--- src/rtl/dmem_responder.sv ---
// Data-memory responder for the core's M-stage port: asynchronous-read word RAM
// plus an MMIO window holding a free-running cycle counter and a byte output FIFO.
module dmem_responder #(
    parameter int RAM_WORDS  = 64,
    parameter int FIFO_DEPTH = 4
) (
    input  logic        clk,
    input  logic        rst,
    input  logic [31:0] addr,
    input  logic [31:0] wdata,
    input  logic        we,
    output logic [31:0] rdata,
    output logic [7:0]  out_data,
    output logic        out_valid,
    input  logic        out_ready
);

    localparam int AW = $clog2(RAM_WORDS);
    localparam int PW = $clog2(FIFO_DEPTH);
    localparam int CW = $clog2(FIFO_DEPTH + 1);
    localparam logic [CW-1:0] DEPTH = CW'(FIFO_DEPTH);

    localparam logic [7:0] OFS_CYCLE  = 8'h00;
    localparam logic [7:0] OFS_TXDATA = 8'h04;
    localparam logic [7:0] OFS_STATUS = 8'h08;

    logic [31:0]   mem [RAM_WORDS];
    logic [7:0]    fifoMem [FIFO_DEPTH];
    logic [PW-1:0] rdPtr;
    logic [PW-1:0] wrPtr;
    logic [CW-1:0] count;
    logic          overflow;
    logic [31:0]   cycleCnt;

    logic          isMmio;
    logic [7:0]    offset;
    logic [AW-1:0] ramIdx;
    logic          txWrite;
    logic          statusWrite;
    logic          pop;
    logic          push;
    logic          full;
    logic          empty;
    logic          unusedAddr;

    assign isMmio = (addr[31:28] == 4'hF);
    assign offset = addr[7:0];
    assign ramIdx = addr[AW+1:2];
    assign unusedAddr = ^addr;

    assign full  = (count == DEPTH);
    assign empty = (count == '0);

    // MMIO stores are masked during reset; RAM stores are not.
    assign txWrite     = we && isMmio && (offset == OFS_TXDATA) && !rst;
    assign statusWrite = we && isMmio && (offset == OFS_STATUS) && !rst;

    assign pop  = !empty && out_ready;
    assign push = txWrite && (!full || pop);

    assign out_valid = !empty;
    assign out_data  = fifoMem[rdPtr];

    always_comb begin
        rdata = '0;
        if (!isMmio) begin
            rdata = mem[ramIdx];
        end else begin
            case (offset)
                OFS_CYCLE:  rdata = cycleCnt;
                OFS_TXDATA: rdata = {{(32 - CW){1'b0}}, count};
                OFS_STATUS: rdata = {29'b0, overflow, empty, full};
                default:    rdata = '0;
            endcase
        end
    end

    always_ff @(posedge clk) begin
        if (we && !isMmio) begin
            mem[ramIdx] <= wdata;
        end
    end

    always_ff @(posedge clk) begin
        if (push) begin
            fifoMem[wrPtr] <= wdata[7:0];
        end
    end

    always_ff @(posedge clk) begin
        if (rst) begin
            cycleCnt <= '0;
            rdPtr    <= '0;
            wrPtr    <= '0;
            count    <= '0;
            overflow <= 1'b0;
        end else begin
            cycleCnt <= cycleCnt + 32'd1;
            if (pop) begin
                rdPtr <= rdPtr + 1'b1;
            end
            if (push) begin
                wrPtr <= wrPtr + 1'b1;
            end
            case ({push, pop})
                2'b10:   count <= count + 1'b1;
                2'b01:   count <= count - 1'b1;
                default: count <= count;
            endcase
            // A dropped byte sets overflow even if the same cycle tries to clear it.
            if (txWrite && !push) begin
                overflow <= 1'b1;
            end else if (statusWrite && wdata[2]) begin
                overflow <= 1'b0;
            end
        end
    end

endmodule

--- config.mk ---
export PLATFORM = sky130hd
export DESIGN_NAME = dmem_responder
export DESIGN_NICKNAME = d
export VERILOG_FILES = /design/src/rtl/dmem_responder.sv
export SDC_FILE = /design/constraint.sdc
export NUM_CORES = 2
export LEC_CHECK = 0
export BUFFER_PORTS_ARGS = -buffer_cell sky130_fd_sc_hd__buf_2
export CORE_ASPECT_RATIO = 0.6
export CORE_UTILIZATION = 55
export CTS_BUF_LIST = sky130_fd_sc_hd__clkbuf_16
export DETAILED_ROUTE_END_ITERATION = 7
export PLACE_DENSITY = 0.75
export SLEW_MARGIN = 20
export SYNTH_ARGS = -nofsm -noshare
export SYNTH_HDL_FRONTEND = slang
export SYNTH_SLANG_ARGS = --single-unit
--- constraint.sdc ---
create_clock -name clk -period 3.5 [get_ports clk]
set_input_delay 0.35 -clock clk [delete_from_list [all_inputs] [get_ports clk]]
set_output_delay 0.35 -clock clk [all_outputs]
set_load 0.01 [all_outputs]
==> key figures <==
Run status
  • Outcome: complete, but fails checks
  • Failing checks: setup timing

Power
  • Sequential share of power: 55.1%
  • NetSw: 11,300 uW
  • Pwr/cell area: 537 nW/um^2
  • P_leak: 0.0306 uW
  • Logic gate share of total power: 6.5%
  • Power Internal: approximately 40,000 uW
  • Max rail drop VDD: 0.436 mV
  • Switching fraction of total power: 22.1%
  • Clock power share: between 30% and 40%

STA
  • Maximum clock rate: 285 MHz
  • Fin crit period: 3.50 ns
  • Relative slew slack: 22.0%
  • Worst Clk Skew: between 0.01 and 0.015 ns
  • Max Slew Vio Count: 0
  • Final hold violation count: 0
  • Period utilization: 100%
  • Slew @ Worst Pin: 1.17 ns
  • Post-Route Setup TNS: -0.00420 ns
  • Worst setup slack after layout: -0.00420 ns
  • WHS: 0.0541 ns
  • Final count of negative-setup-slack endpoints: 1

Setup path
  • Crit path max fanout: 18
  • Crit path capture type: primary output
  • Terminus of the critical flop-to-flop path: count[2]$_SDFFE_PP0P_
  • Crit start category: primary input
  • R2R depth: 8
  • Worst Setup Path Type: primary input to primary output
  • Worst Path Required: 3.15 ns
  • R2R setup slack: 1.16 ns
  • Worst EP arrival: 3.15 ns
  • Worst R2R Start: count[0]$_SDFFE_PP0P_

Min path
  • Hold_sp: wdata[31]
  • Hold path cells: 1
  • Worst Hold End: mem[41][31]$_DFFE_PP_
  • Tightest Hold Check Type: primary input to flip-flop

Synthesis
  • Cells after synthesis: 3,786
  • Synth cell types: between 60 and 70
  • Yosys top cell by area: edfxtp_1
  • Post-synth EDFFs: 2,080
  • Main synth FF type: edfxtp_1
  • Synth top cells by count: edfxtp_1 (2,080), mux4_2 (493), nor2_1 (176), mux2i_1 (113), a21oi_1 (108)
  • Top cells by area, synth: edfxtp_1 (76%), mux4_2 (14%), mux2i_1 (1.4%)
  • Most frequent cell after synthesis: edfxtp_1
  • Compound-Gate Fraction of Synth Area: between 3 and 4%
  • Seq cells post-synth: between 2,000 and 2,500
  • XOR/XNOR Fraction of Synth Area: less than 1%
  • Post-synth top area share: 76.5%
  • Synthesized Nets: roughly 3,900
  • Post-synth ARST share: 0%
  • Post-synthesis mux area share: 15.1%
  • Avg Inst Size Synth: 21.6 um^2
  • Yosys warns: 0
  • Register area share after synthesis: 77.5%
  • Adder-Cell Fraction of Synth Area: less than 1%
  • Main combinational cell family by area after synthesis: multiplexers
  • Cell Area, Synth: 81,700 um^2
  • Post-Synth Simple-Gate Area: 2.42%

Clock network
  • Clock Tree Buf Depth: 3
  • Root Buffer: clkbuf_16
  • TritonCTS Sinks: 2,122
  • Clock buffer count from CTS: 177
  • CTS tree: yes
  • Clock latency on the worst-skew pair: around 0.80 ns
  • H-Tree Depth: 4
  • Reg clk slew, reported paths: 0.06 ns

Routing
  • Via/cell ratio: 6.96
  • Wire per inst: 37.7 um
  • Antenna Violating Nets Remaining: 0
  • Via count: between 40,000 and 50,000
  • Drt pass-1 iters: 6
  • DRC: 0
  • Routed WL: 242,000 um
  • Drt initial violations: 8,098

Place
  • PortBufs: 88
  • Hpwl dp: 152,000 um
  • Gpl congestion: 0.946
  • DP Cell Count: 6,098

Final layout
  • Layout overhead on the synthesized area: 16.2%
  • Post-Layout Cell Count: ~6,400
  • Share of layout cells above drive strength 1: 32.2%
  • Post-layout net count: 4,409

Floorplan
  • Chip Width: 500 um
  • Row Count: 109
  • Initial Utilization: 55.5%
  • IO Pins: 109
  • Total die area: 150,000 um^2
  • Die H: 301 um
  • Core ar.: 147,000 um^2

GRT
  • GR Util All Layers: approximately 33%
  • GRT overflow: 0
  • Pin count of the biggest net entering global routing: 65
  • Vias in the first global route: 42,900
  • Initial antenna violation count: 18
  • First-pass GRT wire length: 334,000 um

Flow run
  • Number of max-cap violations: 0
## cells by family (layout without fill, tap and decap cells)
logic type | after synthesis | in the layout
multiplexers | 616 | 616
buffers and inverters | 218 | 913
XOR/XNOR | 28 | 28
AO/OA/AOI/OAI | 373 | 373
adder cells (fa/ha/maj) | 6 | 6
AND/OR/NAND/NOR | 423 | 423
other | 0 | 4
flip-flops | 2122 | 2122
## cell type report
class | count | area, um^2
inverters | 9 | 36.3
flip-flops and latches | 2122 | 63300
repair buffers | 579 | 5620
diodes | 4 | 10.0
well taps | 1942 | 2430
multi-input cells | 1446 | 17900
fillers | 9301 | 52400
clock buffers | 180 | 4500
clock inverters | 145 | 1110
## worst max path at each step
stage                     cells after the start  slack, ns                   end             startpoint
after global placement                       12      -0.24              rdata[0]                addr[5]
after detailed placement                     12      -0.21              rdata[0]                addr[5]
after global routing                          9     -0.006             rdata[11]  mem[16][11]$_DFFE_PP_
final                                        11     -0.004              rdata[0]                addr[5]
after CTS                                     7      0.005             rdata[20]   mem[7][20]$_DFFE_PP_
after floorplan                               9       0.02  mem[11][0]$_DFFE_PP_                addr[2]
## registers in the layout (all words and copies together), names as in the netlist, named ones only
register / flops
rdPtr: 2
fifoMem: 32
mem: 2048
count: 3
overflow: 1
cycleCnt: 32
wrPtr: 2
## layer usage
layer / vias to the layer above / part of all wire, % / global-route usage [%]
met4: 10 / 3.8 / 12.3
met3: 552 / 18 / 11.1
li1: 17100 / - / -
met5: - / 0.026 / 0
met2: 4058 / 43 / 45.4
met1: 23000 / 36 / 47.7
## cell usage in the layout, fill, tap and decap left out, drive strengths merged, types with 14 or more instances in the layout
cell type / instances
a22oi: 74
bufinv: 14
nand2: 75
a31oi: 21
nor3: 25
mux4: 493
nand3: 49
dfxtp: 42
inv: 63
nor2b: 15
a21oi: 108
nor2: 176
clkinv: 68
o22ai: 41
mux2i: 113
a221oi: 27
clkbuf: 180
edfxtp: 2080
xor2: 21
o21ai: 42
buf: 577
a22o: 14
## metrics by stage
| step | instance area, um^2 | total power (uW) | util [%] | setup slack (ns) |
|---|---|---|---|---|
| 3_5_place_dp | 89000 | 31800 | 60.4 | -0.213 |
| 2_1_floorplan | 81700 | 30000 | - | 0.0202 |
| 4_1_cts | 94700 | 51000 | 64.3 | 0.00503 |
| 3_3_place_gp | 89000 | 31800 | 60.4 | -0.241 |
| 5_1_grt | 94900 | 52000 | 64.4 | -0.00568 |
| 6_report | 94900 | 51000 | 64.4 | -0.00420 |
## critical path, cell delays in order
cell	delay, ns
buf_4	0.33
clkinv_1	0.24
buf_12	0.25
nor2_1	0.46
buf_4	0.25
buf_4	0.20
a221oi_1	0.11
nor2_1	0.37
a2111oi_4	0.07
nor2_4	0.29
buf_2	0.19
## repair_timing
action	4_1_cts	5_1_grt
gates resized for setup	26	26
pin swaps	6	9
hold endpoints to repair	18	0
endpoints found under the setup margin	10	15
hold buffers	2	0
setup buffers	1	0
## power groups by stage
stage	Clock (uW)	Sequential [uW]	Combinational [uW]
global placement	0	28600	3130
floorplan	0	28600	1410
finish	19600	28100	3340
CTS	19600	28100	3240
detailed placement	0	28600	3190
global route	20500	28100	3420
Power figures use the tool's default switching activity.
